$ cat config.mk
export PLATFORM = sky130hd
export DESIGN_NAME = mem_arbiter
export DESIGN_NICKNAME = d
export VERILOG_FILES = /design/src/rtl/mem_arb_pkg.sv /design/src/rtl/mem_arb_rd_tag.sv /design/src/rtl/mem_arbiter.sv
export SDC_FILE = /design/constraint.sdc
export NUM_CORES = 1
export LEC_CHECK = 0
export ABC_AREA = 1
export CELL_PAD_IN_SITES_DETAIL_PLACEMENT = 0
export CELL_PAD_IN_SITES_GLOBAL_PLACEMENT = 1
export CORE_ASPECT_RATIO = 1.4
export CORE_UTILIZATION = 12
export DETAILED_ROUTE_END_ITERATION = 6
export PLACE_DENSITY = 0.85
export SLEW_MARGIN = 20
export SYNTH_ARGS = -nofsm -noshare
export SYNTH_HDL_FRONTEND = slang
export SYNTH_HIERARCHICAL = 1
export SYNTH_SLANG_ARGS = --single-unit
export TNS_END_PERCENT = 5
$ cat constraint.sdc
create_clock -name clock -period 1.5 [get_ports clock]
set_clock_uncertainty 0.1 [all_clocks]
set_input_delay 0.3 -clock clock [delete_from_list [all_inputs] [get_ports clock]]
set_output_delay 0.3 -clock clock [all_outputs]
set_load 0.1 [all_outputs]
$ cat src/rtl/mem_arb_pkg.sv
// mem_arb_pkg: shared state encoding, port ids and width defaults
// for the two-port RAM arbiter.
package mem_arb_pkg;

  typedef enum logic {
    ST_NORMAL = 1'b0,
    ST_BOOST  = 1'b1
  } arb_state_t;

  localparam logic PORT_A = 1'b0;
  localparam logic PORT_B = 1'b1;

  localparam int ARB_DATA_WIDTH = 16;
  localparam int ARB_ADDR_WIDTH = 12;
  localparam int WAIT_WIDTH     = 4;

  function automatic logic [WAIT_WIDTH-1:0] sat_inc(
    input logic [WAIT_WIDTH-1:0] v,
    input logic [WAIT_WIDTH-1:0] lim
  );
    return (v >= lim) ? lim : v + 1'b1;
  endfunction

endpackage

$ cat src/rtl/mem_arb_rd_tag.sv
// mem_arb_rd_tag: per-port read-valid flags, one cycle behind the
// grant, matching the RAM's registered read port.
module mem_arb_rd_tag
  import mem_arb_pkg::*;
#(
  parameter int PORTS = 2
) (
  input  logic             clock,
  input  logic             reset,
  input  logic [PORTS-1:0] gnt,
  input  logic [PORTS-1:0] write,
  output logic [PORTS-1:0] rd_valid
);

  always_ff @(posedge clock or posedge reset) begin
    if (reset) begin
      rd_valid <= '0;
    end else begin
      rd_valid <= gnt & ~write;
    end
  end

endmodule

$ cat src/rtl/mem_arbiter.sv
// mem_arbiter: CPU (A) / sprite engine (B) share one RAM port.
// Build option MEM_ARB_ROUND_ROBIN_EN swaps priority+boost for round robin.
module mem_arbiter
  import mem_arb_pkg::*;
#(
  parameter int DATA_WIDTH = ARB_DATA_WIDTH,
  parameter int ADDR_WIDTH = ARB_ADDR_WIDTH,
  parameter int MAX_WAIT   = 4
) (
  input  logic                  clock,
  input  logic                  reset,
  input  logic                  a_req,
  input  logic [ADDR_WIDTH-1:0] a_addr,
  input  logic                  a_write,
  input  logic [DATA_WIDTH-1:0] a_wr_data,
  output logic                  a_gnt,
  output logic                  a_rd_valid,
  input  logic                  b_req,
  input  logic [ADDR_WIDTH-1:0] b_addr,
  input  logic                  b_write,
  input  logic [DATA_WIDTH-1:0] b_wr_data,
  output logic                  b_gnt,
  output logic                  b_rd_valid,
  output logic [DATA_WIDTH-1:0] rd_data,
  output logic [ADDR_WIDTH-1:0] mem_addr,
  output logic                  mem_write,
  output logic [DATA_WIDTH-1:0] mem_wr_data,
  input  logic [DATA_WIDTH-1:0] mem_rd_data
);

  logic       a_wins;
  logic [1:0] rd_valid;

`ifdef MEM_ARB_ROUND_ROBIN_EN
  logic last_grant;

  always_ff @(posedge clock or posedge reset) begin
    if (reset) begin
      last_grant <= PORT_B;
    end else if (a_gnt) begin
      last_grant <= PORT_A;
    end else if (b_gnt) begin
      last_grant <= PORT_B;
    end
  end

  always_comb a_wins = (last_grant == PORT_B);
`else
  localparam logic [WAIT_WIDTH-1:0] WAIT_LIM =
    WAIT_WIDTH'(MAX_WAIT);

  arb_state_t            state;
  arb_state_t            state_nxt;
  logic [WAIT_WIDTH-1:0] wait_b;
  logic [WAIT_WIDTH-1:0] wait_nxt;

  always_ff @(posedge clock or posedge reset) begin
    if (reset) begin
      state  <= ST_NORMAL;
      wait_b <= '0;
    end else begin
      state  <= state_nxt;
      wait_b <= wait_nxt;
    end
  end

  // boost is armed by the counter's next value, so B wins on cycle MAX_WAIT+1
  always_comb begin
    wait_nxt  = '0;
    state_nxt = state;
    if (b_req & ~b_gnt) begin
      wait_nxt = sat_inc(wait_b, WAIT_LIM);
    end
    unique case (state)
      ST_NORMAL: begin
        if (wait_nxt == WAIT_LIM) state_nxt = ST_BOOST;
      end
      ST_BOOST: begin
        if (b_gnt | ~b_req) state_nxt = ST_NORMAL;
      end
      default: state_nxt = ST_NORMAL;
    endcase
  end

  always_comb a_wins = (state == ST_NORMAL);
`endif

  always_comb begin
    a_gnt = 1'b0;
    b_gnt = 1'b0;
    if (!reset) begin
      a_gnt = a_req & (a_wins | ~b_req);
      b_gnt = b_req & ~(a_req & a_wins);
    end
  end

  always_comb begin
    mem_addr    = '0;
    mem_write   = 1'b0;
    mem_wr_data = '0;
    unique case (1'b1)
      a_gnt: begin
        mem_addr    = a_addr;
        mem_write   = a_write;
        mem_wr_data = a_wr_data;
      end
      b_gnt: begin
        mem_addr    = b_addr;
        mem_write   = b_write;
        mem_wr_data = b_wr_data;
      end
      default: ;
    endcase
  end

  mem_arb_rd_tag #(
    .PORTS(2)
  ) u_rd_tag (
    .clock    (clock),
    .reset    (reset),
    .gnt      ({b_gnt, a_gnt}),
    .write    ({b_write, a_write}),
    .rd_valid (rd_valid)
  );

  assign a_rd_valid = rd_valid[PORT_A];
  assign b_rd_valid = rd_valid[PORT_B];
  assign rd_data    = mem_rd_data;

endmodule

After elaboration in Yosys (flattened, before gate mapping)
Index checks and enable logic that the tools add are counted.
{"block": "classes", "addsub": 1, "n_mul": 0, "div": 0, "magnitude_cmp": 1, "eq_ne": 1, "shifts": 0, "n_mux": 10, "n_bitwise": 12, "n_reduce_logical": 0}
{"operator": "$pmux 16 s2", "n": 1}
{"operator": "$pmux 12 s2", "n": 1}
{"operator": "$mux 4", "n": 2}
{"operator": "$add 4x1->4 const B", "n": 1}
{"operator": "$and 1x1->1", "n": 4}
{"operator": "$eq 4x3->1 const B", "n": 1}
{"operator": "$ge 4x3->1 const B", "n": 1}
{"operator": "$mux 1", "n": 4}
{"operator": "$not 1->1", "n": 4}
{"operator": "$pmux 1 s2", "n": 2}
{"operator": "$and 2x2->2", "n": 1}
{"operator": "$not 2->2", "n": 1}
{"operator": "$or 1x1->1", "n": 2}
{"block": "totals", "reg_bits": 7, "latch_bits": 0, "mem_bits_rw": 0, "mem_bits_ro": 0, "inputBits": 78, "out_inout_bits": 49, "word_cells": 28, "mem_count": 0}

Depth between registers and ports, before layout
Gate-level depths: netlist of run 1.
{"block": "logic_depth", "depth_word": 11, "mapped_depth": 7, "depth_no_buf": 6}

Modules after synthesis
The synthesis of run 1 kept the hierarchy.
{"module": "mem_arbiter", "instances": 1, "cells_per_inst": 140, "area_per_inst_um2": 734.5, "seq_area_each_um2": 125.1}
{"module": "mem_arb_rd_tag", "instances": 1, "cells_per_inst": 7, "area_per_inst_um2": 73.8, "seq_area_each_um2": 50.0}

Least setup slack after synthesis of run 1
No wires, ideal clock.
{"block": "synth_path", "kind": "input-to-output", "from": "input port reset", "to": "output port mem_addr[10]", "arrival_ns": 1.826, "required_ns": 1.100, "setup_slack_ns": -0.726, "path_stages": 6, "n_path_buf": 1, "cell_sequence": "inv_2 > nand3_1 > inv_2 > buf_2 > nand2_1 > nand2_1"}
{"block": "synth_via", "elab_chain_len": 2}
{"element": "start, declared", "line": "mem_arbiter.sv:11", "text": "input logic reset,"}
{"element": "$mux 1", "line": "mem_arbiter.sv:91", "text": "if (!reset) begin"}
{"element": "net a_gnt", "line": "mem_arbiter.sv:16", "text": "output logic a_gnt,"}
{"element": "$pmux 12 s2", "line": "mem_arbiter.sv:101", "text": "unique case (1'b1)"}
{"element": "end, declared", "line": "mem_arbiter.sv:25", "text": "output logic [ADDR_WIDTH-1:0] mem_addr,"}
The timed path passes the listed nets, and every way through them passes these cells.

Final worst setup path of run 1
{"block": "layout_path", "from": "register state", "to": "output port mem_addr[2]"}
{"block": "layout_via", "elab_chain_len": 6}
{"element": "start, declared", "line": "mem_arbiter.sv:52", "text": "arb_state_t state;"}
{"element": "start signal, assigned", "line": "mem_arbiter.sv:62", "text": "state <= state_nxt;"}
{"element": "$not 1->1 *", "line": "mem_arbiter.sv:85", "text": "always_comb a_wins = (state == ST_NORMAL);"}
{"element": "$and 1x1->1", "line": "mem_arbiter.sv:93", "text": "b_gnt = b_req & ~(a_req & a_wins);"}
{"element": "$not 1->1", "line": "mem_arbiter.sv:93"}
{"element": "$and 1x1->1", "line": "mem_arbiter.sv:93"}
{"element": "$mux 1", "line": "mem_arbiter.sv:91"}
{"element": "$pmux 12 s2 *", "line": "mem_arbiter.sv:101"}
Every way passes the cells marked *; elsewhere a longest branch is shown, timed or not.

==> out/results.ini, run 1 <==
[floorplanning]
start_util_pct = 12.4
die-height_um = 99.1
core_mm2 = 0.00653
fp.dieArea_mm2 = 0.00707
rows = 35
die_w_um = 71.4
io_pins = 127

[clock_network]
cts_buffer_depth = 2
path_clk_slew_ns = 0.04
numCtsBuffers = 3
clock_sinks = 7
clock-root-buffer = clkbuf_8
htreeDepth = 1
cts_tree = done
clk_latency_ns = 0.23

[power]
seqPwrFrac_pct = 12.1
comb_power_share_pct = 72.5
power_density_mw_per_mm2 = 615
intPower_w = 0.000909
swShare_pct = 46.8
pwr-share-clk_pct = 15.4
p_leak_nw = 1.28
p_sw_w = 0.000800
peakVddDrop_uv = 212

[routing]
wirelength_um = 3390
drc = 7
routed_via_density = 3.86
drtPass1Iterations = 5
drtIter0Drc = 43
via_count = 1217
ant_nets = 0
wire_per_inst_um = 10.8

[worst_setup_path]
cpMostUsedCell = buf_12
arrival_ns = 1.51
cp.buffers_inverters = 5
crit_family = buffers and inverters
critPathMaxStageDelay_ns = 0.40
crit_start = state$_DFF_PP0_
worstReg2RegStart = state$_DFF_PP0_
slowest_stage = dfrtp_1
path_cells = inv_1 -> nand2_2 -> nand3_4 -> clkinv_4 -> buf_12 -> clkbuf_16 -> nand2_4 -> nand2_8 -> buf_12
r2r_end = u_rd_tag/rd_valid[1]$_DFF_PP0_
rrSetupSlack_ns = 0.23
critPathKind = reg -> out
worstSetupStartpointType = flop
path_max_fanout = 4
end_kind = output port
r2r.worst_path.cells = 8
critPathRequiredTime_ns = 1.10

[global_route]
grt_max_degree = 20
grt_pass1_vias = 1177
gr-usage-met3_pct = 2.63
busiest_layer = met2
grt_overflow = 0
grt_usage_pct = 9.68
grt_pass1_wl_um = 5340
grtUsageMet1_pct = 8.74
grt_antenna_before_repair = 0
use_met2_pct = 19.3

[sta]
rsz0062_at_grt = true
setup_violations = 31
fin_hold_ws_ns = 0.143
fin_crit_ns = 1.91
fmax_mhz = 523
min_period_over_period_pct = 127
hold_violations = 0
finalWorstSetupSlack_ns = -0.411
maxSlewViolCount = 0
setup_tns_ns = -11.75

[synthesis]
yosys_register_bits = 7
syn_area_um2 = 808
avgSynthCellArea_um2 = 5.50
syn_nets = 226
synth_cells = 147
synth.distinct_cells = 16
yosysSeqAreaShare_pct = 21.7
ys_warn_count = 6

[place]
dpl.hpwl_um = 2660
gp_congestion = 0.742
port_buffers = 94
post-place-cells = 304
dpl_cell_area_mm2 = 0.00245

[final_layout]
synthToLayoutAreaGrowth_pct = 244
final_area_mm2 = 0.00278
diodes = 0
num-fill-cells = 619
utilization_pct = 42.6
fin_cells = 315
finalNetCount = 321
drive_gt1_share_pct = 49.0

[min_path]
hp-class = in -> async

[outcome]
status = finished, violations left
violations = DRC, setup timing

[flow_run]
drv_cap = 0

## logic make-up (layout without fill, tap and decap cells)
logic type      Yosys count  after routing  synth area share [%]
buf+inv                  32            126                  24.6
other cells               1              1                 0.464
flops                     7              7                  21.7
compound gates            3              3                  1.86
fa+ha+maj                 1              1                  1.55
simple gates            103            103                  49.8
## routing by layer
layer	vias up	wire, µm
met2	62	1990
met4	0	44
met5	-	0
met3	6	336
li1	604	-
met1	545	1020
## Yosys cell counts
master,n,area (µm²)
nand2_1,94,353
buf_4,18,135
dfrtp_1,7,175
inv_1,7,26.3
buf_2,3,15.0
inv_2,3,11.3
nor2_1,3,11.3
a21oi_1,2,10.0
nand3_1,2,10.0
nor2_2,2,12.5
buf_6,1,11.3
conb_1,1,3.75
ha_1,1,12.5
nand2_2,1,6.26
nand3_2,1,10.0
o21ai_0,1,5.00
## worst min-delay path, cell delays in order
cell and delay (ns):
dlygate4sd2_1 0.26, inv_2 0.09, buf_4 0.15
## flip-flops by register name, summed over array words and instances, names as in the netlist
| signal | cells |
|---|---|
| u_rd_tag/rd_valid | 2 |
| state | 1 |
| wait_b | 4 |
## how the worst max path moves through the flow
stage / end / slack, ns / cells after the start
global placement: mem_addr[0] / -0.50 / 7
detailed placement: mem_addr[0] / -0.51 / 7
global route: mem_addr[2] / -0.50 / 9
floorplan: mem_addr[10] / -0.02 / 6
finish: mem_addr[2] / -0.41 / 9
CTS: mem_wr_data[0] / -0.40 / 9
## layout by cell type (no fill, tap or decap), drive strengths merged
master and n:
clkinv 1, dfrtp 7, clkdlybuf4s50 58, clkbuf 5, dlygate4sd2 3, o21ai 1, conb 1, buf 49
a21oi 2, nand2 95, inv 9, nand3 3, dlygate4sd3 1, nor2 5, ha 1
## power groups by stage
stage          combinational (W)  sequential (W)  clock (W)
6_report                 0.00124        0.000207   0.000264
3_3_place_gp             0.00115        0.000209          0
2_1_floorplan           0.000850        0.000222          0
5_1_grt                  0.00129        0.000208   0.000284
4_1_cts                  0.00120        0.000207   0.000275
3_5_place_dp             0.00116        0.000209          0
## cell type report
cell class / count / area [µm²] / area share (%)
flip-flops and latches: 7 / 175 / 6.31
well taps: 74 / 92.6 / 3.33
repair buffers: 112 / 1520 / 54.8
multi-input cells: 108 / 901 / 32.4
clock buffers: 4 / 45.0 / 1.62
inverters: 10 / 42.5 / 1.53
## per-stage QoR
step	total power (W)	setup WS, ns
floorplan	0.00107	-0.0195
global placement	0.00136	-0.499
detailed placement	0.00137	-0.505
CTS	0.00169	-0.405
global route	0.00178	-0.500
finish	0.00171	-0.411
## repair_timing
item,in CTS,in global routing
hold buffers,1,0
resized for setup,22,28
setup endpoints to repair,31,31
gates cloned,1,1
setup buffers,2,2
endpoints found under the hold margin,2,0
Note: power is estimated with default switching activity, not from simulation.
==> inputs of run 2 (changes only) <==
CORE_MARGIN = 5   (was not set)
GPL_ROUTABILITY_DRIVEN = 0   (was not set)
==> out/results.ini, run 2 (synthesized netlist as in run 1, its figures left out) <==
[clock_network]
numCtsBuffers = 3
cts_buffer_depth = 2
clock_sinks = 7
clock-root-buffer = clkbuf_8
cts_tree = done
htreeDepth = 1
path_clk_slew_ns = 0.04
clk_latency_ns = 0.23

[sta]
setup_tns_ns = -11.16
finalWorstSetupSlack_ns = -0.390
hold_violations = 0
setup_violations = 31
fin_hold_ws_ns = 0.245
maxSlewViolCount = 0
fmax_mhz = 529
min_period_over_period_pct = 126
fin_crit_ns = 1.89
rsz0062_at_grt = true

[global_route]
grt_antenna_before_repair = 0
grt_pass1_vias = 1373
grt_max_degree = 13
grt_overflow = 0
grt_usage_pct = 9.72
grt_pass1_wl_um = 6420

[outcome]
violations = setup timing
status = finished, violations left

[final_layout]
top_register = wait_b
drive_gt1_share_pct = 59.6
diodes = 0
largest_reg_flops = 4
num-fill-cells = 611
finalNetCount = 325
mostFrequentLayoutCells = 58 x clkdlybuf4s50_1, 48 x nand2_4, 39 x buf_12, 24 x nand2_2, 14 x nand2_1
utilization_pct = 45.4
synthToLayoutAreaGrowth_pct = 269
mostFrequentLayoutCell = clkdlybuf4s50_1
reg_top3 = wait_b x4, u_rd_tag/rd_valid x2, state x1

[routing]
wire_per_inst_um = 13.8
top_layer = met4
met2_length_um = 2540
routed_via_density = 3.97
drtPass1Iterations = 2
drt-met1-wl_um = 1320
drc = 0
via_count = 1266
drtIter0Drc = 20
wirelength_um = 4390
wl_met3_um = 458
ant_nets = 0

[floorplanning]
rows = 35
io_pins = 127
die-height_um = 107
die_w_um = 79.4
start_util_pct = 12.3
core_mm2 = 0.00657
fp.dieArea_mm2 = 0.00850

[worst_setup_path]
worstSetupStartpointType = flop
arrival_ns = 1.49
critPathKind = reg -> out
path_max_fanout = 6
critPathRequiredTime_ns = 1.10
end_kind = output port

[flow_run]
drv_cap = 0

[power]
p_leak_nw = 1.40
power_density_mw_per_mm2 = 599
peakVddDrop_uv = 221

[place]
dpl.hpwl_um = 3090
port_buffers = 94
preCtsSetupSlack_ns = -0.509

[min_path]
hp-class = in -> async

run 2: area by class of cell:
cell class	instances	area, µm²	share of cell area [%]
timing repair buffer	116	1610	54.0
tap	74	92.6	3.10
inverter	10	50.0	1.68
multi-input combinational	108	1010	33.9
sequential	7	175	5.87
clock buffer	4	45.0	1.51
run 2: power by group:
group	switching [W]	total, W	internal [W]
logic	0.000756	0.00132	0.000562
registers	0.00000708	0.000208	0.000200
clock network	0.0000774	0.000261	0.000184
run 2: through the flow:
| stage | instances | total power, W | cell area, µm² |
|---|---|---|---|
| 3_5_place_dp | 304 | 0.00138 | 2460 |
| 2_1_floorplan | 147 | 0.00107 | 1150 |
| 6_report | 319 | 0.00179 | 2980 |
| 3_3_place_gp | 304 | 0.00137 | 2460 |
| 4_1_cts | 317 | 0.00175 | 2810 |
| 5_1_grt | 319 | 0.00185 | 2980 |
run 2: critical path: stages, from the launching register on:
cell and delay (ns):
dfrtp_1 0.40, nand2_1 0.09, nand3_2 0.08, inv_2 0.09
buf_12 0.13, clkbuf_16 0.17, nand2_4 0.06, nand2_4 0.06
buf_12 0.16
run 2: layer usage:
| layer | track usage, % | vias up |
|---|---|---|
| met5 | 0 | - |
| met4 | 4.18 | 0 |
| met3 | 2.86 | 8 |
| met2 | 19.6 | 69 |
| met1 | 8.55 | 575 |
| li1 | - | 614 |
run 2: timing repair:
| action | 4_1_cts | 5_1_grt |
|---|---|---|
| hold buffers | 1 | 0 |
| endpoints found under the hold margin | 2 | 0 |
| setup buffers | 5 | 0 |
| pin swaps | 1 | 13 |
| endpoints found under the setup margin | 31 | 31 |
| gates cloned | 3 | 3 |
| resized for setup | 51 | 34 |
run 2: worst paths after layout:
kind / from / endpoint / slack (ns) / depth (start not counted)
worst max-delay path: state$_DFF_PP0_ / mem_addr[9] / -0.39 / 8
worst min-delay path: reset / wait_b[1]$_DFF_PP0_ / 0.24 / 4
worst max register to register: state$_DFF_PP0_ / u_rd_tag/rd_valid[0]$_DFF_PP0_ / 0.17 / 8
worst min register to register: wait_b[3]$_DFF_PP0_ / wait_b[0]$_DFF_PP0_ / 0.42 / 3
max in group asynchronous: reset / u_rd_tag/rd_valid[1]$_DFF_PP0_ / 0.65 / 3
min in group clock: wait_b[3]$_DFF_PP0_ / wait_b[0]$_DFF_PP0_ / 0.42 / 3
==> inputs of run 3 (changes only) <==
CORE_MARGIN = not set   (was 5)
==> results of run 3 <==
Final layout, timing and power as in run 1 (identical DEF).
